### src/rtl/game_turn_controller.sv
// game_turn_controller
// Owns the 5x5 board and sequences a two-player game: start, alternating
// turns through a valid/ready move port, move validation, a req/done
// handshake with an external win checker, draw detection and turn timeout.
module game_turn_controller #(
  parameter int TURN_TIMEOUT = 1000,
  parameter int FIRST_PLAYER = 1
) (
  input  logic        clk,
  input  logic        rst_n,
  input  logic        start,
  input  logic        mv_valid,
  input  logic [1:0]  mv_player,
  input  logic [2:0]  mv_row,
  input  logic [2:0]  mv_col,
  output logic        mv_ready,
  output logic        mv_ack,
  output logic        mv_err,
  output logic [1:0]  err_code,
  output logic [74:0] board,
  output logic [1:0]  cur_player,
  output logic        chk_req,
  output logic [1:0]  chk_player,
  input  logic        chk_done,
  input  logic        chk_won,
  output logic [4:0]  move_count,
  output logic        timeout_skip,
  output logic        game_over,
  output logic [1:0]  winner
);

  typedef enum logic [1:0] {
    S_IDLE  = 2'd0,
    S_TURN  = 2'd1,
    S_CHECK = 2'd2,
    S_OVER  = 2'd3
  } state_t;

  localparam logic [15:0] TIMER_LAST = 16'(TURN_TIMEOUT - 1);
  localparam logic [1:0]  FIRST_ID   = 2'(FIRST_PLAYER);
  localparam logic [4:0]  CELLS      = 5'd25;

  localparam logic [1:0]  ERR_NONE   = 2'b00;
  localparam logic [1:0]  ERR_PLAYER = 2'b01;
  localparam logic [1:0]  ERR_RANGE  = 2'b10;
  localparam logic [1:0]  ERR_OCC    = 2'b11;

  // Linear cell number for an in-range (row, col); only meaningful when both <= 4.
  function automatic logic [4:0] cell_index(input logic [2:0] row, input logic [2:0] col);
    return ({2'b00, row} * 5'd5) + {2'b00, col};
  endfunction

  // Opponent of a player id; anything other than 1 is treated as player 2.
  function automatic logic [1:0] other_player(input logic [1:0] p);
    return (p == 2'd1) ? 2'd2 : 2'd1;
  endfunction

  // Read the 3-bit owner field of one cell.
  function automatic logic [2:0] cell_read(input logic [74:0] b, input logic [4:0] idx);
    logic [2:0] v;
    v = 3'b000;
    for (int i = 0; i < 25; i++) begin
      if (idx == 5'(i)) begin
        v = b[3*i +: 3];
      end else begin
        v = v;
      end
    end
    return v;
  endfunction

  state_t       r_state;
  state_t       w_next_state;
  logic [74:0]  r_board;
  logic [1:0]   r_player;
  logic [4:0]   r_count;
  logic [1:0]   r_winner;
  logic [1:0]   r_err_code;
  logic         r_ack;
  logic         r_err;
  logic         r_skip;
  logic [15:0]  r_timer;

  logic         w_in_range;
  logic [4:0]   w_idx;
  logic [2:0]   w_cell;
  logic         w_take;
  logic         w_err_player;
  logic         w_err_range;
  logic         w_err_occ;
  logic         w_legal;
  logic         w_reject;
  logic [1:0]   w_code;
  logic         w_timeout;

  // Move decode: handshake, validation in priority order, and timeout detection.
  always_comb begin
    w_in_range   = (mv_row <= 3'd4) && (mv_col <= 3'd4);
    w_idx        = w_in_range ? cell_index(mv_row, mv_col) : 5'd0;
    w_cell       = cell_read(r_board, w_idx);
    w_take       = (r_state == S_TURN) && mv_valid && !start;
    w_err_player = (mv_player != r_player);
    w_err_range  = !w_in_range;
    w_err_occ    = (w_cell != 3'b000);
    if (w_err_player) begin
      w_code = ERR_PLAYER;
    end else if (w_err_range) begin
      w_code = ERR_RANGE;
    end else if (w_err_occ) begin
      w_code = ERR_OCC;
    end else begin
      w_code = ERR_NONE;
    end
    w_legal   = w_take && (w_code == ERR_NONE);
    w_reject  = w_take && (w_code != ERR_NONE);
    // A legal move on the last timer cycle beats the timeout.
    w_timeout = (r_state == S_TURN) && !start && (r_timer == TIMER_LAST) && !w_legal;
  end

  // FSM state register.
  always_ff @(posedge clk or negedge rst_n) begin
    if (!rst_n) begin
      r_state <= S_IDLE;
    end else begin
      r_state <= w_next_state;
    end
  end

  // FSM next-state logic; start wins in every state.
  always_comb begin
    w_next_state = r_state;
    if (start) begin
      w_next_state = S_TURN;
    end else begin
      case (r_state)
        S_IDLE: begin
          w_next_state = S_IDLE;
        end
        S_TURN: begin
          if (w_legal) begin
            w_next_state = S_CHECK;
          end else begin
            w_next_state = S_TURN;
          end
        end
        S_CHECK: begin
          if (!chk_done) begin
            w_next_state = S_CHECK;
          end else if (chk_won || (r_count == CELLS)) begin
            w_next_state = S_OVER;
          end else begin
            w_next_state = S_TURN;
          end
        end
        S_OVER: begin
          w_next_state = S_OVER;
        end
        default: begin
          w_next_state = S_IDLE;
        end
      endcase
    end
  end

  // Game datapath: board, counters, player, winner, timer and result pulses.
  always_ff @(posedge clk or negedge rst_n) begin
    if (!rst_n) begin
      r_board    <= 75'd0;
      r_player   <= 2'd0;
      r_count    <= 5'd0;
      r_winner   <= 2'd0;
      r_err_code <= 2'b00;
      r_ack      <= 1'b0;
      r_err      <= 1'b0;
      r_skip     <= 1'b0;
      r_timer    <= 16'd0;
    end else begin
      r_ack  <= 1'b0;
      r_err  <= 1'b0;
      r_skip <= 1'b0;
      if (start) begin
        r_board  <= 75'd0;
        r_count  <= 5'd0;
        r_winner <= 2'd0;
        r_timer  <= 16'd0;
        r_player <= FIRST_ID;
      end else begin
        case (r_state)
          S_TURN: begin
            if (w_legal) begin
              for (int i = 0; i < 25; i++) begin
                if (w_idx == 5'(i)) begin
                  r_board[3*i +: 3] <= {1'b0, mv_player};
                end
              end
              r_count <= r_count + 5'd1;
              r_ack   <= 1'b1;
              r_timer <= 16'd0;
            end else begin
              if (w_reject) begin
                r_err      <= 1'b1;
                r_err_code <= w_code;
              end
              // A rejected move does not restart the timer.
              if (w_timeout) begin
                r_player <= other_player(r_player);
                r_skip   <= 1'b1;
                r_timer  <= 16'd0;
              end else begin
                r_timer <= r_timer + 16'd1;
              end
            end
          end
          S_CHECK: begin
            if (chk_done) begin
              if (chk_won) begin
                r_winner <= r_player;
              end else if (r_count == CELLS) begin
                r_winner <= 2'd0;
              end else begin
                r_player <= other_player(r_player);
                r_timer  <= 16'd0;
              end
            end
          end
          S_IDLE, S_OVER: begin
            r_timer <= 16'd0;
          end
          default: begin
            r_timer <= 16'd0;
          end
        endcase
      end
    end
  end

  // FSM outputs decoded from the registered state and datapath.
  always_comb begin
    mv_ready   = (r_state == S_TURN);
    chk_req    = (r_state == S_CHECK);
    game_over  = (r_state == S_OVER);
    if ((r_state == S_TURN) || (r_state == S_CHECK)) begin
      cur_player = r_player;
    end else begin
      cur_player = 2'd0;
    end
    if (r_state == S_CHECK) begin
      chk_player = r_player;
    end else begin
      chk_player = 2'd0;
    end
    mv_ack       = r_ack;
    mv_err       = r_err;
    err_code     = r_err_code;
    timeout_skip = r_skip;
    board        = r_board;
    move_count   = r_count;
    winner       = r_winner;
  end

endmodule
### config.mk
export PLATFORM = sky130hd
export DESIGN_NAME = game_turn_controller
export DESIGN_NICKNAME = d
export VERILOG_FILES = /design/src/rtl/game_turn_controller.sv
export SDC_FILE = /design/constraint.sdc
export NUM_CORES = 1
export LEC_CHECK = 0
export CAP_MARGIN = 20
export CORE_MARGIN = 2
export CORE_UTILIZATION = 35
export CTS_CLUSTER_DIAMETER = 40
export DETAILED_ROUTE_END_ITERATION = 8
export RECOVER_POWER = 100
export SLEW_MARGIN = 20
export SYNTH_ARGS = -nofsm -noshare
export SYNTH_HDL_FRONTEND = slang
export SYNTH_SLANG_ARGS = --single-unit
### constraint.sdc
create_clock -name clk -period 3.9 [get_ports clk]
set_input_delay 0.78 -clock clk [delete_from_list [all_inputs] [get_ports clk]]
set_output_delay 0.78 -clock clk [all_outputs]
set_load 0.03 [all_outputs]
==> out/results.ini, run 1 <==
[layout]
fillCellCount = 1287
antenna_cells = 0
syn2layout_area_growth_pct = 49.75
nets = 753
multi_input_area_sq_um = 3319
regArea_sq_um = 2052
drive_gt1_share_pct = 27.51

[logic_synthesis]
synthTopCellsByArea = dfrtp_1 (40%), a22o_1 (4.2%), ha_1 (3.9%)
synth_top_area_share_pct = 39.60
synthTopCellsByCount = dfrtp_1 (82), nor2_1 (50), nand2_1 (45)
postSynth.asyncResetShare_pct = 100.0
ys_ff_latch = 82
synth_area_leader_cell = dfrtp_1
synthCells = 564
dominantRegCellSynth = dfrtp_1
syn_area_sq_um = 5181
synth.most_common_cell = dfrtp_1
ys_seq_area_share_pct = 39.60
yosysWarnings = 0
yosysUniqueCellTypes = 70
synth_edf_count = 0
syn_avg_cell_area_sq_um = 9.187

[global_routing]
grt_usage_pct = 22.80
grt_pass1_vias = 5206
gr-total-overflow = 0
grt_pass1_wl_mm = 28.49
antenna_found_initial = 0
grt_start_max_net_pins = 63

[worst_setup_path]
crit_fanout = 4
crit_chain = buf_8 -> ha_4 -> ha_4 -> inv_2 -> fa_2 -> xor2_4 -> buf_6 -> nand4_1 -> buf_6 -> a21oi_4 -> o31a_1 -> buf_4 -> nor4_2 -> or4_4 -> o31a_4 -> buf_6 -> buf_6 -> buf_16 -> a31o_4
critical_path_required_ns = 4.15
rrSetupSlack_ns = 1.00
crit_path_frequent_cell = buf_6
endpoint_kind = flip-flop
timing.rr.start = r_state[1]
crit_start = mv_row[0]
start_kind = input pin
max_stage_delay_ns = 0.45
crit_type = in -> reg
arrival_ns = 4.17
critPathSlowestCell = or4_4

[floorplan]
die_w_um = 125.7
initial_utilization_pct = 35.78
fp.dieH_um = 125.7
std_cell_rows = 44
die_area_sq_um = 15790
pin_count = 108
core_area_sq_um = 14480

[cts]
clock_latency_ns = 0.36
cts_buffers = 9
cts_max_level = 3
numClockSinks = 82
cts_tree = built
root_buffer = clkbuf_16
cts_max_path_buffers = 2
clk_pin_slew_ns = 0.07

[route]
drtPass1Iterations = 4
wirelength_mm = 17.98
initialDrtViolationCount = 299
drc_errors = 0
post_drt_wl_per_cell_um = 19.73
via_per_inst = 5.574
ant_nets = 0
vias = 5078

[sta]
finalCriticalPeriod_ns = 3.920
final.period_utilization_pct = 100.5
drv_slew = 63
tns_ns = -0.03215
fmax_mhz = 255.1
hold_slack_ns = 0.5250
tightest_slew_ns = 1.552
hold_viol = 0
setup_viol = 5
slew_headroom_pct = -3.472
finClkSkew_ns = 0.01031
rsz0062_at_grt = yes
worst_slack_ns = -0.02003

[outcome]
status = finished, violations left
violations = capacitance limit, slew limit, setup timing

[pwr]
worst_ir_drop_vdd_mv = 0.2062
finalPower_mw = 2.570
p_per_area_nw_per_um2 = 331.2
p_leak_nw = 3.167

[placement]
place.gp.congestion = 0.9617
io_buffers = 82
place_ws_ns = -0.8552
dp_hpwl_mm = 12.55

[run]
drv_cap = 1

[hold_path]
min_path_type = reg -> reg
min-delay-start = winner[0]

==> worst paths after layout <==
path                              end  cells past startpoint
min                         winner[0]                      2
min reg2reg                 winner[0]                      2
max in group asynchronous   board[52]                      2
max reg2reg                r_state[0]                     11
min in group asynchronous   board[45]                      1
max                        r_state[0]                     19
==> power by group <==
group / switching, mW / internal [mW] / total, mW
logic: 0.474 / 0.341 / 0.814
clock network: 0.415 / 0.454 / 0.870
registers: 0.0165 / 0.870 / 0.886
total: 0.905 / 1.66 / 2.57
==> cell usage in the layout (no fill, tap or decap), types with 4 or more instances in the layout <==
master / netlist / final
nor4_1: 16 / 10
a22o_1: 25 / 25
clkdlybuf4s50_1: 0 / 75
nand3_1: 35 / 34
nor3_1: 14 / 12
dfrtp_1: 82 / 82
buf_4: 26 / 79
nor2_1: 50 / 50
and2_1: 5 / 5
nand4_1: 9 / 9
ha_1: 16 / 10
nand2b_1: 5 / 4
o2bb2ai_2: 0 / 6
nor2b_1: 10 / 10
clkbuf_16: 0 / 10
nand2_1: 45 / 44
buf_6: 5 / 9
inv_1: 31 / 28
conb_1: 1 / 25
o32ai_2: 3 / 10
a21oi_1: 14 / 13
buf_12: 0 / 5
o31ai_1: 8 / 4
nor4_2: 1 / 6
xor2_1: 8 / 8
o32ai_4: 0 / 6
ha_4: 0 / 5
mux2i_1: 7 / 6
a31oi_1: 5 / 5
o22ai_1: 5 / 4
and3_1: 5 / 5
o21ai_0: 14 / 13
xnor2_1: 9 / 8
==> metrics by stage <==
stage / utilization, % / cell area (sq um) / cells
5_1_grt: 53.59 / 7759 / 911
3_5_place_dp: 46.73 / 6766 / 881
3_3_place_gp: 46.73 / 6766 / 881
6_report: 53.59 / 7759 / 911
4_1_cts: 51.62 / 7473 / 907
2_1_floorplan: - / 5428 / 588
==> timing repair <==
item                                   in CTS  in global routing
hold buffers                                0                  0
pin swaps                                  15                 15
gates resized for setup                    66                 44
setup buffers                               6                  3
endpoints found under the hold margin       0                  0
gates cloned                                4                  2
setup endpoints to repair                  80                 75
==> area by class of cell <==
cell class                      instances  share of cell area, %
Multi-Input combinational cell        416                  42.78
Inverter                               32                  1.645
Clock inverter                          7                 0.9515
Tap cell                              184                  2.967
Sequential cell                        82                  26.45
Timing Repair Buffer                  181                  22.30
Clock buffer                            9                  2.903
==> worst max-delay path: cells and delay by family <==
family | cells | cell delay (ns)
AO/OA/AOI/OAI | 4 | 0.81
AND/OR/NAND/NOR | 3 | 0.57
XOR/XNOR | 1 | 0.20
adder cells (fa/ha/maj) | 3 | 0.88
buffers and inverters | 8 | 0.89
==> per-layer routing <==
metal	part of all wire, %	track usage (%)
met4	1.7	6.405
met3	5.3	4.758
met5	0	0
met1	43	30.00
met2	50	38.19
==> registers in the layout (all words and copies together) (netlist names) <==
register / count
r_timer: 16
mv_ack: 1
err_code: 2
timeout_skip: 1
winner: 2
r_player: 2
move_count: 5
board: 50
mv_err: 1
r_state: 2
==> cell families after synthesis <==
| family | Yosys count | share of synthesized area (%) |
|---|---|---|
| compound gates | 130 | 19.88 |
| xor+xnor | 18 | 3.188 |
| fa+ha+maj | 17 | 4.250 |
| buf+inv | 90 | 9.370 |
| flops | 82 | 39.60 |
| mux | 12 | 2.874 |
| other cells | 1 | 0.07238 |
| simple gates | 214 | 20.77 |
(Power assumes the default switching activity.)
==> run 2, diff against run 1 <==
--- a/config.mk
+++ b/config.mk
@@ -5,6 +5,7 @@
 export SDC_FILE = /design/constraint.sdc
 export NUM_CORES = 1
 export LEC_CHECK = 0
+export ABC_CLOCK_PERIOD_IN_PS = 3900
 export CAP_MARGIN = 20
 export CORE_MARGIN = 2
 export CORE_UTILIZATION = 35
==> results of run 2 <==
No change in the layout: final DEF, timing and power equal those of run 1.
